File: config.mk
export PLATFORM = sky130hd
export DESIGN_NAME = syst_skew_feeder
export DESIGN_NICKNAME = d
export VERILOG_FILES = /design/src/rtl/syst_skew_feeder.sv
export SDC_FILE = /design/constraint.sdc
export NUM_CORES = 1
export LEC_CHECK = 0
export CAP_MARGIN = 20
export CORE_MARGIN = 4
export CORE_UTILIZATION = 50
export DETAILED_ROUTE_END_ITERATION = 6
export GPL_TIMING_DRIVEN = 0
export PLACE_DENSITY = 0.81
export SLEW_MARGIN = 25
export SYNTH_ARGS = -nofsm -noshare
export SYNTH_HDL_FRONTEND = slang
export SYNTH_HIERARCHICAL = 1
export SYNTH_SLANG_ARGS = --single-unit
File: constraint.sdc
create_clock -name clk -period 2.7 [get_ports clk]
set_clock_uncertainty 0.05 [all_clocks]
set_input_delay 0.405 -clock clk [delete_from_list [all_inputs] [get_ports clk]]
set_output_delay 0.405 -clock clk [all_outputs]
set_load 0.02 [all_outputs]
File: src/rtl/syst_skew_feeder.sv
// syst_skew_feeder: front end for a weight-stationary systolic column array.
// Accepts one N_ROWS-lane vector per handshake and launches it diagonally:
// lane i sits behind i+1 registers, so row i sees the sample one cycle after
// row i-1, lining up with the one-register-per-row psumm path of the array.
//
// Ports:
//   clk, rst        clock, asynchronous active-high reset
//   enable          global advance; low stalls the feeder and the array
//   in_data/valid   input vector (lane i at [i*X_WIDTH +: X_WIDTH])
//   in_ready        = enable
//   x_o/valid_x_o   skewed samples and per-row valids into the array
//   psumm_seed_o    zero seed for column tops
//   valid_psumm_o   seed valid, same register as valid_x_o[0]
//   array_en_o      = enable
//   busy_o          a valid sample is still in some skew stage
//   vec_cnt_o       accepted vectors since reset, wraps

// One lane of the skew: DEPTH stages of {valid, data}.
// The data of an invalid stage is forced to 0 at entry, so bubbles never
// carry stale samples downstream.
module syst_skew_lane #(
  parameter int DEPTH   = 1,
  parameter int X_WIDTH = 16
) (
  input  logic               clk,
  input  logic               rst,
  input  logic               en,
  input  logic               vin,
  input  logic [X_WIDTH-1:0] din,
  output logic               vout,
  output logic [X_WIDTH-1:0] dout,
  output logic               busy
);
  localparam int STAGES = DEPTH - 1;

  logic [STAGES:0]              vld_pipe;
  logic [STAGES:0][X_WIDTH-1:0] dat_pipe;

  always_ff @(posedge clk or posedge rst) begin
    if (rst) begin
      vld_pipe <= '0;
      dat_pipe <= '0;
    end else if (en) begin
      vld_pipe[0] <= vin;
      dat_pipe[0] <= vin ? din : '0;
      for (int k = 1; k <= STAGES; k++) begin
        vld_pipe[k] <= vld_pipe[k-1];
        dat_pipe[k] <= dat_pipe[k-1];
      end
    end
  end

  assign vout = vld_pipe[STAGES];
  assign dout = dat_pipe[STAGES];
  assign busy = |vld_pipe;
endmodule

module syst_skew_feeder #(
  parameter int N_ROWS    = 4,
  parameter int X_WIDTH   = 16,
  parameter int SI_WIDTH  = 32,
  parameter int CNT_WIDTH = 16
) (
  input  logic                      clk,
  input  logic                      rst,
  input  logic                      enable,
  input  logic [N_ROWS*X_WIDTH-1:0] in_data,
  input  logic                      in_valid,
  output logic                      in_ready,
  output logic [N_ROWS*X_WIDTH-1:0] x_o,
  output logic [N_ROWS-1:0]         valid_x_o,
  output logic [SI_WIDTH-1:0]       psumm_seed_o,
  output logic                      valid_psumm_o,
  output logic                      array_en_o,
  output logic                      busy_o,
  output logic [CNT_WIDTH-1:0]      vec_cnt_o
);
  logic                           xfer;
  logic [N_ROWS-1:0][X_WIDTH-1:0] x_lane;
  logic [N_ROWS-1:0]              lane_busy;
  logic [CNT_WIDTH-1:0]           vec_cnt;

  // No internal backpressure: the feeder and the array stall together.
  assign in_ready   = enable;
  assign array_en_o = enable;
  assign xfer       = in_valid & in_ready;

  for (genvar g = 0; g < N_ROWS; g++) begin : g_lane
    syst_skew_lane #(
      .DEPTH   (g + 1),
      .X_WIDTH (X_WIDTH)
    ) u_lane (
      .clk  (clk),
      .rst  (rst),
      .en   (enable),
      .vin  (xfer),
      .din  (in_data[g*X_WIDTH +: X_WIDTH]),
      .vout (valid_x_o[g]),
      .dout (x_lane[g]),
      .busy (lane_busy[g])
    );
  end

  assign x_o           = x_lane;
  assign busy_o        = |lane_busy;
  assign psumm_seed_o  = '0;
  // Row 0's valid register doubles as the seed valid: no extra delay.
  assign valid_psumm_o = valid_x_o[0];

  always_ff @(posedge clk or posedge rst) begin
    if (rst)       vec_cnt <= '0;
    else if (xfer) vec_cnt <= vec_cnt + CNT_WIDTH'(1);
  end

  assign vec_cnt_o = vec_cnt;
endmodule

==> flow_summary.ini, run 1 <==
[die]
die_height_um = 131.7
placementRows = 44
initial_core_util_pct = 51.84
floorplan.die_area_mm2 = 0.01734
io_pins = 188
core-area_mm2 = 0.01475
die_w_um = 131.7

[synthesis]
synthMostInstantiatedCell = dfrtp_1
avgSynthCellArea_um2 = 14.49
postSynth.asyncResetShare_pct = 100.0
cell_types_occupying_the_most_area_after_synthesis = dfrtp_1, mux2_2, buf_4, a22o_1, buf_6
synth_cell_area_mm2 = 0.007649
yosysTopAreaCellShare_pct = 60.85
synth_top_area_cell = dfrtp_1
yosysSeqAreaShare_pct = 60.85
synth_top_cells_by_count = dfrtp_1, mux2_2, buf_4
number_of_enable_flip_flop_cells_after_synthesis = 0
synth_ff_type = dfrtp_1
synth_cell_types = 27
yosys_warnings = 6
syn-instance-count = 528
count_of_state_elements_after_synthesis = 186

[cells_and_area]
post_layout_inst_area_mm2 = 0.01024
layout-drive-gt1-share_pct = 35.03
antenna_cells = 0
areaGrowthSynthToFinish_pct = 33.93
stdcell_count = 932
postLayoutCoreUtil_pct = 69.43
layout.nets = 804

[drt]
post_drt_wl_per_cell_um = 17.58
routed_via_density = 5.001
totalWireLength_um = 16380
wirelength_met1_um = 6841
drcViolationCount = 0
via_count = 4661
routed-wl-met3_um = 897
drtPass1Iterations = 4
route.top_layer_used = met4
initialDrtViolationCount = 183
drtAntennaViolNets = 0
route.met2.wl_um = 8367

[job]
drv.max_cap_violation_count = 0

[pwr]
share_clk_of_total_power_pct = 38.2
internal-power_mw = 5.307
p_per_area_mw_per_mm2 = 690.2
peakVddDrop_mv = 0.4908
switching_power_mw = 1.763
combinational_cell_fraction_of_total_power_pct = 16.6
p_seq_share_pct = 45.2
swShare_pct = 24.94
cellLeakagePower_nw = 5.100

[status]
status = finished clean

[setup_path]
critPathCaptureType = primary output
critical_path.cell_chain = or4_1 -> or4_1 -> clkbuf_2
critical-path-top-delay-family = simple AND/OR/NAND/NOR gates
critical_path_class = flop to primary output
crit_fanout = 3
worst_path_max_delay_cell = or4_1
crit_path_frequent_cell = or4_1
timing.rr.end = vec_cnt_o[14]$_DFFE_PP0P_
worst_ep_required_time_ps = 2250
critical_path_arrival_ps = 2070
critPathMaxStageDelay_ps = 540
cp.buffers_inverters = 1
setup.worst_path.start_class = flop
r2r-start = vec_cnt_o[0]$_DFFE_PP0P_
timing.reg2reg.setup_slack_ps = 1060
worst-r2r-cell-count = 5

[timing]
rsz0062_at_grt = false
final-setup-viol-count = 0
holdWs_ps = 344.0
timing_max_transition_violations_final = 0
timing_worst_slew_pin_value_ps = 690.5
achievable-frequency_mhz = 395.9
finalHoldViolations = 0
post-route-period-util_pct = 93.55
slew_headroom_pct = 53.90
final_period_minus_worst_setup_slack_ps = 2526

[global_route]
gr-total-overflow = 0
initial_antenna_violation_count = 0
first_global_vias = 5187
maximum_number_of_pins_on_one_net_before_global_route_repair = 61
grt_pass1_wl_um = 27250
grt_use_total_pct = 19.56

[clock_tree]
cts_inserted_buffers = 17
postCtsSetupBuffers = 0
tritoncts_clock_tree = built
clockRootBuffer = clkbuf_16
clk_pin_slew_worst_paths_ps = 70
h-tree-depth = 4
clock_insertion_delay_worst_skew_ps = 420
max-clock-path-buffers = 2
numClockSinks = 186

[place]
placedCellCount = 900
finalWeightedCongestion = 0.8083
placedInstanceArea_mm2 = 0.009597
dpl.hpwl_um = 12060
port-buffer-count = 155

[min_path]
worstHoldPathType = input port to asynchronous set/reset pin
-- flip-flops by register name, indices dropped and copies added (netlist names) --
register and count:
g_lane.u_lane/busy 1, g_lane.u_lane/vld_pipe 9, g_lane.u_lane/dout 64, g_lane.u_lane/dat_pipe 96, vec_cnt_o 16
-- power by group through the flow --
stage	registers (mW)	logic (mW)	clock network [mW]
6_report	3.20	1.18	2.70
4_1_cts	3.20	1.19	2.74
5_1_grt	3.23	1.26	2.87
3_5_place_dp	3.25	1.18	0
3_3_place_gp	3.23	1.15	0
2_1_floorplan	3.27	0.644	0
-- final cells by class --
type / instances / area (um^2)
tap: 184 / 230.2
sequential: 186 / 4654
timing repair buffer: 157 / 1594
buffer: 108 / 819.5
multi-input combinational: 254 / 2250
inverter: 11 / 43.79
clock buffer: 20 / 466.7
clock inverter: 12 / 185.2
fill: 1003 / 4511
-- cells by family (layout without fill, tap and decap cells) --
kind of cell,after synthesis,count (layout),synth area share (%)
other,1,32,0.04903
flip-flops,186,186,60.85
AND/OR/NAND/NOR,36,36,3.223
multiplexers,102,102,15.02
buffers and inverters,119,308,11.25
adder cells (fa/ha/maj),1,1,0.1636
AO/OA/AOI/OAI,68,68,7.721
XOR/XNOR,15,15,1.718
-- routing by layer --
metal  track usage [%]  vias to the layer above
met5                 0                        -
met4             6.476                        0
met3             6.040                       24
met2             32.84                      124
met1             24.28                     2362
li1                  -                     2151
-- through the flow --
| step | setup TNS, ps | worst slack [ps] | power, mW |
|---|---|---|---|
| final | 0 | 174.1 | 7.070 |
| after global placement | -38880 | -575.0 | 4.379 |
| after CTS | 0 | 3.251 | 7.131 |
| after floorplan | 0 | 533.5 | 3.909 |
| after global routing | 0 | 102.2 | 7.357 |
| after detailed placement | 0 | 110.2 | 4.431 |
-- worst max path at each step --
| stage | from | end | slack [ps] | cells past startpoint |
|---|---|---|---|---|
| 2_1_floorplan | rst | g_lane[3].u_lane/dat_pipe[0]$_DFFE_PP0P_ | 530 | 1 |
| 3_3_place_gp | rst | g_lane[3].u_lane/dat_pipe[21]$_DFFE_PP0P_ | -570 | 2 |
| 3_5_place_dp | enable | g_lane[3].u_lane/dat_pipe[2]$_DFFE_PP0P_ | 110 | 7 |
| 4_1_cts | g_lane[3].u_lane/vld_pipe[0]$_DFFE_PP0P_ | busy_o | 3 | 3 |
| 5_1_grt | g_lane[3].u_lane/vld_pipe[0]$_DFFE_PP0P_ | busy_o | 100 | 3 |
| 6_report | g_lane[3].u_lane/vld_pipe[0]$_DFFE_PP0P_ | busy_o | 170 | 3 |
-- cells in the final DEF (no fill, tap or decap) --
master,synthesis,final
inv_4,0,1
clkinvlp_4,0,1
nor2_1,3,3
nand2_1,8,8
mux2_2,102,102
buf_6,11,11
nand3_2,1,1
nor3_1,2,2
clkdlybuf4s50_1,0,154
and2_4,4,4
nand4_2,2,2
or2_2,1,1
a22o_1,64,64
inv_6,0,4
a21o_1,4,4
xnor2_1,9,9
clkbuf_16,0,17
or2_1,1,1
inv_2,4,6
buf_2,13,13
bufinv_16,0,4
or3_1,1,1
xor2_1,6,6
buf_4,84,84
clkinv_4,0,2
nand3_1,6,6
and3_1,1,1
or4_1,2,2
buf_12,0,1
nand4_1,2,2
clkbuf_8,0,3
buf_16,0,1
ha_1,1,1
dfrtp_1,186,186
clkinv_2,0,1
conb_1,1,32
clkbuf_2,0,1
nor4_4,2,2
inv_1,7,4
-- what timing repair did --
item | in CTS | in global routing
gates resized for setup | 1 | 2
hold buffers | 0 | 0
endpoints found under the setup margin | 1 | 1
Power figures use the tool's default switching activity.
==> inputs of run 2 (changes only) <==
- HOLD_SLACK_MARGIN: not set -> 0.05
- SKIP_LAST_GASP: not set -> 1
- clock period: 2.7 -> 2.65 ns (I/O delays scaled with it)
==> run 2 against run 1 <==
- critical path type unchanged
- wire length barely moved
- cell count did not move
- clock power rose by 2%
- highest routed layer unchanged
- sequential share of layout area barely moved
- hold slack got worse by 9.5 ps
==> flow_summary.ini, run 2 (synthesis results as in run 1) <==
[drt]
totalWireLength_um = 16390
post_drt_wl_per_cell_um = 17.59
drcViolationCount = 0
routed_via_density = 4.987
via_count = 4648
drtPass1Iterations = 4
drtAntennaViolNets = 0
initialDrtViolationCount = 187

[place]
dpl.hpwl_um = 12060
port-buffer-count = 155
finalWeightedCongestion = 0.8083
placedCellCount = 900

[clock_tree]
postCtsSetupBuffers = 0
cts.hold.buffers_added = 0
cts_inserted_buffers = 17
tritoncts_clock_tree = built
clk_pin_slew_worst_paths_ps = 70
max-clock-path-buffers = 2
numClockSinks = 186
clock_insertion_delay_worst_skew_ps = 420
clockRootBuffer = clkbuf_16
h-tree-depth = 4

[cells_and_area]
antenna_cells = 0
top_register = g_lane.u_lane/dat_pipe
largest_reg_flops = 96
layout.cells.most_common_list = dfrtp_1, clkdlybuf4s50_1, mux2_2, buf_4, a22o_1
layout.nets = 804
layout-drive-gt1-share_pct = 35.16
stdcell_count = 932
layout.cells.most_common = dfrtp_1
areaGrowthSynthToFinish_pct = 34.06

[global_route]
maximum_number_of_pins_on_one_net_before_global_route_repair = 61
grt.busiest_layer = met2
grt_util_met3_pct = 6.040
met2_capacity_usage_during_global_routing_pct = 32.84
grt_use_total_pct = 19.56
grt_pass1_wl_um = 27250
initial_antenna_violation_count = 0
grtUsageMet1_pct = 24.28
first_global_vias = 5187
gr-total-overflow = 0

[setup_path]
critical-path-top-delay-family = simple AND/OR/NAND/NOR gates
critical_path_arrival_ps = 2130
setup.worst_path.start_class = flop
critPathMaxStageDelay_ps = 540
cp.buffers_inverters = 1
crit_fanout = 3
timing.reg2reg.setup_slack_ps = 1010
worst-r2r-cell-count = 5
critPathCaptureType = primary output
critical_path.cell_chain = or4_1 -> or4_4 -> clkdlybuf4s15_2
crit_cells = 3
timing.rr.end = vec_cnt_o[14]$_DFFE_PP0P_
worst_path_max_delay_cell = or4_1
r2r-start = vec_cnt_o[0]$_DFFE_PP0P_
worst_ep_required_time_ps = 2200
critical_path_class = flop to primary output

[die]
die_w_um = 131.7
placementRows = 44
io_pins = 188
initial_core_util_pct = 51.84
core-area_mm2 = 0.01475
die_height_um = 131.7
floorplan.die_area_mm2 = 0.01734

[timing]
achievable-frequency_mhz = 387.6
final-setup-viol-count = 0
timing_max_transition_violations_final = 0
timing_worst_slew_pin_value_ps = 689.8
finalHoldViolations = 0
post-route-period-util_pct = 97.35
final_period_minus_worst_setup_slack_ps = 2580
slew_headroom_pct = 53.95
rsz0062_at_grt = false

[pwr]
total_power_mw = 7.209
peakVddDrop_mv = 0.5001
p_per_area_mw_per_mm2 = 703.1
cellLeakagePower_nw = 5.104

[status]
status = finished clean

[job]
drv.max_cap_violation_count = 0

[min_path]
worstHoldPathType = input port to asynchronous set/reset pin
-- run 2: worst max path at each step --
stage                                                      to                                      from
floorplan            g_lane[3].u_lane/dat_pipe[0]$_DFFE_PP0P_                                       rst
global placement    g_lane[3].u_lane/dat_pipe[21]$_DFFE_PP0P_                                       rst
detailed placement   g_lane[3].u_lane/dat_pipe[2]$_DFFE_PP0P_                                    enable
CTS                                                    busy_o  g_lane[3].u_lane/vld_pipe[0]$_DFFE_PP0P_
global route                                           busy_o  g_lane[3].u_lane/vld_pipe[0]$_DFFE_PP0P_
finish                                                 busy_o  g_lane[3].u_lane/vld_pipe[0]$_DFFE_PP0P_
-- run 2: power breakdown --
group | internal (mW) | switching [mW] | total [mW] | leakage, nW
Sequential | 3.08 | 0.181 | 3.26 | 2.50
Combinational | 0.664 | 0.537 | 1.20 | 2.29
Clock | 1.67 | 1.08 | 2.75 | 0.318
Total | 5.41 | 1.80 | 7.21 | 5.10
-- run 2: metrics by stage --
step / worst slack [ps] / TNS (ps) / util [%] / hold slack, ps / instance area, um^2
after floorplan: 491.0 / 0 / - / 261.2 / 7765
after detailed placement: 67.70 / 0 / 65.04 / 436.5 / 9597
after global placement: -617.5 / -41770 / 64.70 / 416.1 / 9547
after global routing: 16.68 / 0 / 69.50 / 357.4 / 10250
final: 70.16 / 0 / 69.50 / 334.6 / 10250
after CTS: 24.97 / 0 / 69.47 / 338.3 / 10250
-- run 2: final cells by class --
cell class / count / area (um^2)
flip-flops and latches: 186 / 4654
fillers: 1001 / 4501
repair buffers: 157 / 1600
inverters: 11 / 43.79
well taps: 184 / 230.2
multi-input cells: 254 / 2253
plain buffers: 108 / 819.5
clock buffers: 20 / 466.7
clock inverters: 12 / 185.2
-- run 2: routing by layer --
metal,vias up,part of all wire (%),routed length (um)
li1,2149,-,-
met2,125,51,8328
met4,0,1.7,284
met1,2348,42,6873
met5,-,0,0
met3,26,5.5,906
-- run 2: repair_timing --
action	CTS	global route
resized for setup	3	1
cloned	0	0
setup endpoints to repair	1	1
==> inputs of run 3 (changes only) <==
- CORE_MARGIN: 4 -> 2
==> run 3 against run 2 <==
- worst setup slack worse by 16 ps
- via count rose by 0.82%
- sequential share of layout area increased by 0.19 points
- non-clock buffer count unchanged
- critical path type unchanged
- die area decreased by 6.0%
- sequential cell count unchanged
- core utilization down 1.8 points
- maximum frequency is 0.61% lower
- highest routed layer unchanged
- critical endpoint unchanged
- count of clock-buffer cells in the layout fell by 3
- global-route usage rose by 1.3 points
- final area fell by 0.43%
==> flow_summary.ini, run 3 (synthesis results as in run 1) <==
[status]
status = finished clean

[cells_and_area]
layout.cells.most_common = dfrtp_1
stdcell_count = 936
antenna_cells = 0
layout.nets = 804
top_register = g_lane.u_lane/dat_pipe
postLayoutCoreUtil_pct = 67.66
layout-drive-gt1-share_pct = 35.03
layout.cells.most_common_list = dfrtp_1, clkdlybuf4s50_1, mux2_2, buf_4, a22o_1
num-fill-cells = 1086
areaGrowthSynthToFinish_pct = 33.49
largest_reg_flops = 96

[clock_tree]
clockRootBuffer = clkbuf_16
tritoncts_clock_tree = built
clock_insertion_delay_worst_skew_ps = 430
postCtsSetupBuffers = 0
max-clock-path-buffers = 2
cts_inserted_buffers = 17
h-tree-depth = 4
clk_pin_slew_worst_paths_ps = 70
numClockSinks = 186

[drt]
drcViolationCount = 0
routed_via_density = 5.006
totalWireLength_um = 16090
drtPass1Iterations = 4
drtAntennaViolNets = 0
via_count = 4686
post_drt_wl_per_cell_um = 17.19
initialDrtViolationCount = 169

[setup_path]
critPathCaptureType = primary output
critical_path_arrival_ps = 2150
crit_path_frequent_cell = or4_1
crit_fanout = 3
critPathMaxStageDelay_ps = 560
critical_path_class = flop to primary output
worst_path_max_delay_cell = or4_1
critical_path.cell_chain = or4_1 -> or4_1 -> clkdlybuf4s15_2
worst-r2r-cell-count = 5
setup.worst_path.start_class = flop
worst_ep_required_time_ps = 2200

[timing]
finalHoldViolations = 0
timing_worst_slew_pin_value_ps = 712.9
slew_headroom_pct = 52.42
post-route-period-util_pct = 97.95
final_period_minus_worst_setup_slack_ps = 2596
holdWs_ps = 341.6
final-setup-viol-count = 0
achievable-frequency_mhz = 385.3
rsz0062_at_grt = false
timing_max_transition_violations_final = 0

[die]
placementRows = 45
floorplan.die_area_mm2 = 0.01630
initial_core_util_pct = 50.69
io_pins = 188
core-area_mm2 = 0.01509
die_height_um = 127.7
die_w_um = 127.7

[global_route]
initial_antenna_violation_count = 0
grt_use_total_pct = 20.91
grt_pass1_wl_um = 26060
maximum_number_of_pins_on_one_net_before_global_route_repair = 59
first_global_vias = 4998
gr-total-overflow = 0

[place]
port-buffer-count = 155
dpl.hpwl_um = 11510
finalWeightedCongestion = 0.7829
placedCellCount = 904

[pwr]
cellLeakagePower_nw = 5.071
peakVddDrop_mv = 0.4503
p_per_area_mw_per_mm2 = 690.7

[job]
drv.max_cap_violation_count = 0

[min_path]
worstHoldPathType = input port to asynchronous set/reset pin
## run 3: cell count changes in the layout (fill, tap and decap cells not counted), sizes merged
| cell | previous run | this run |
|---|---|---|
| clkinv | 3 | 1 |
| inv | 15 | 19 |
| bufinv | 4 | 2 |
| clkinvlp | 1 | 4 |
| clkbuf | 20 | 17 |
## run 3: final timing paths
| kind | start | endpoint | slack [ps] |
|---|---|---|---|
| max reg2reg | vec_cnt_o[0]$_DFFE_PP0P_ | vec_cnt_o[12]$_DFFE_PP0P_ | 970 |
| max | g_lane[3].u_lane/vld_pipe[0]$_DFFE_PP0P_ | busy_o | 50 |
| min | rst | g_lane[3].u_lane/dout[12]$_DFFE_PP0P_ | 340 |
| max in group asynchronous | rst | g_lane[0].u_lane/dout[4]$_DFFE_PP0P_ | 1530 |
| min reg2reg | vec_cnt_o[14]$_DFFE_PP0P_ | vec_cnt_o[14]$_DFFE_PP0P_ | 440 |
| min in group clk | vec_cnt_o[14]$_DFFE_PP0P_ | vec_cnt_o[14]$_DFFE_PP0P_ | 440 |
## run 3: what timing repair did
action	in CTS	in global routing
hold buffers	0	0
endpoints found under the hold margin	0	0
setup endpoints to repair	1	0
gates resized for setup	3	0
## run 3: critical path: cells and delay by family, from the launching register on
family / cells / cell delay [ps]
buf+inv: 1 / 280
flops: 1 / 400
simple gates: 2 / 1040
## run 3: area by class of cell
type	instances	area [um^2]	share of cell area, %
Sequential cell	186	4654	45.59
Multi-Input combinational cell	254	2250	22.03
Timing Repair Buffer	157	1600	15.67
Buffer	108	819.5	8.027
Clock buffer	17	425.4	4.167
Tap cell	188	235.2	2.304
Clock inverter	15	181.4	1.777
Inverter	11	43.79	0.4289
## run 3: per-layer routing
layer  part of all wire (%)  GRT usage (%)  up-vias  wire [um]
met4                    1.8          6.981        0        291
met2                     50          34.92      140       8079
met3                    5.8          6.093       25        932
li1                       -              -     2149          -
met1                     42          26.38     2372       6791
met5                      0              0        -          0
## run 3: stage by stage
stage | total power [mW] | setup slack (ps) | instance area, um^2 | TNS [ps]
2_1_floorplan | 3.982 | 491.0 | 7765 | 0
3_3_place_gp | 4.455 | -614.5 | 9552 | -41560
4_1_cts | 7.118 | 24.01 | 10210 | 0
5_1_grt | 7.338 | 1.368 | 10210 | 0
3_5_place_dp | 4.508 | 19.04 | 9602 | 0
6_report | 7.052 | 54.34 | 10210 | 0
## run 3: report_power, final
group | switching, mW | leakage (nW) | internal [mW] | total, mW
Sequential | 0.181 | 2.50 | 3.07 | 3.26
Combinational | 0.532 | 2.29 | 0.662 | 1.19
Clock | 1.17 | 0.286 | 1.43 | 2.60
Total | 1.88 | 5.07 | 5.17 | 7.05
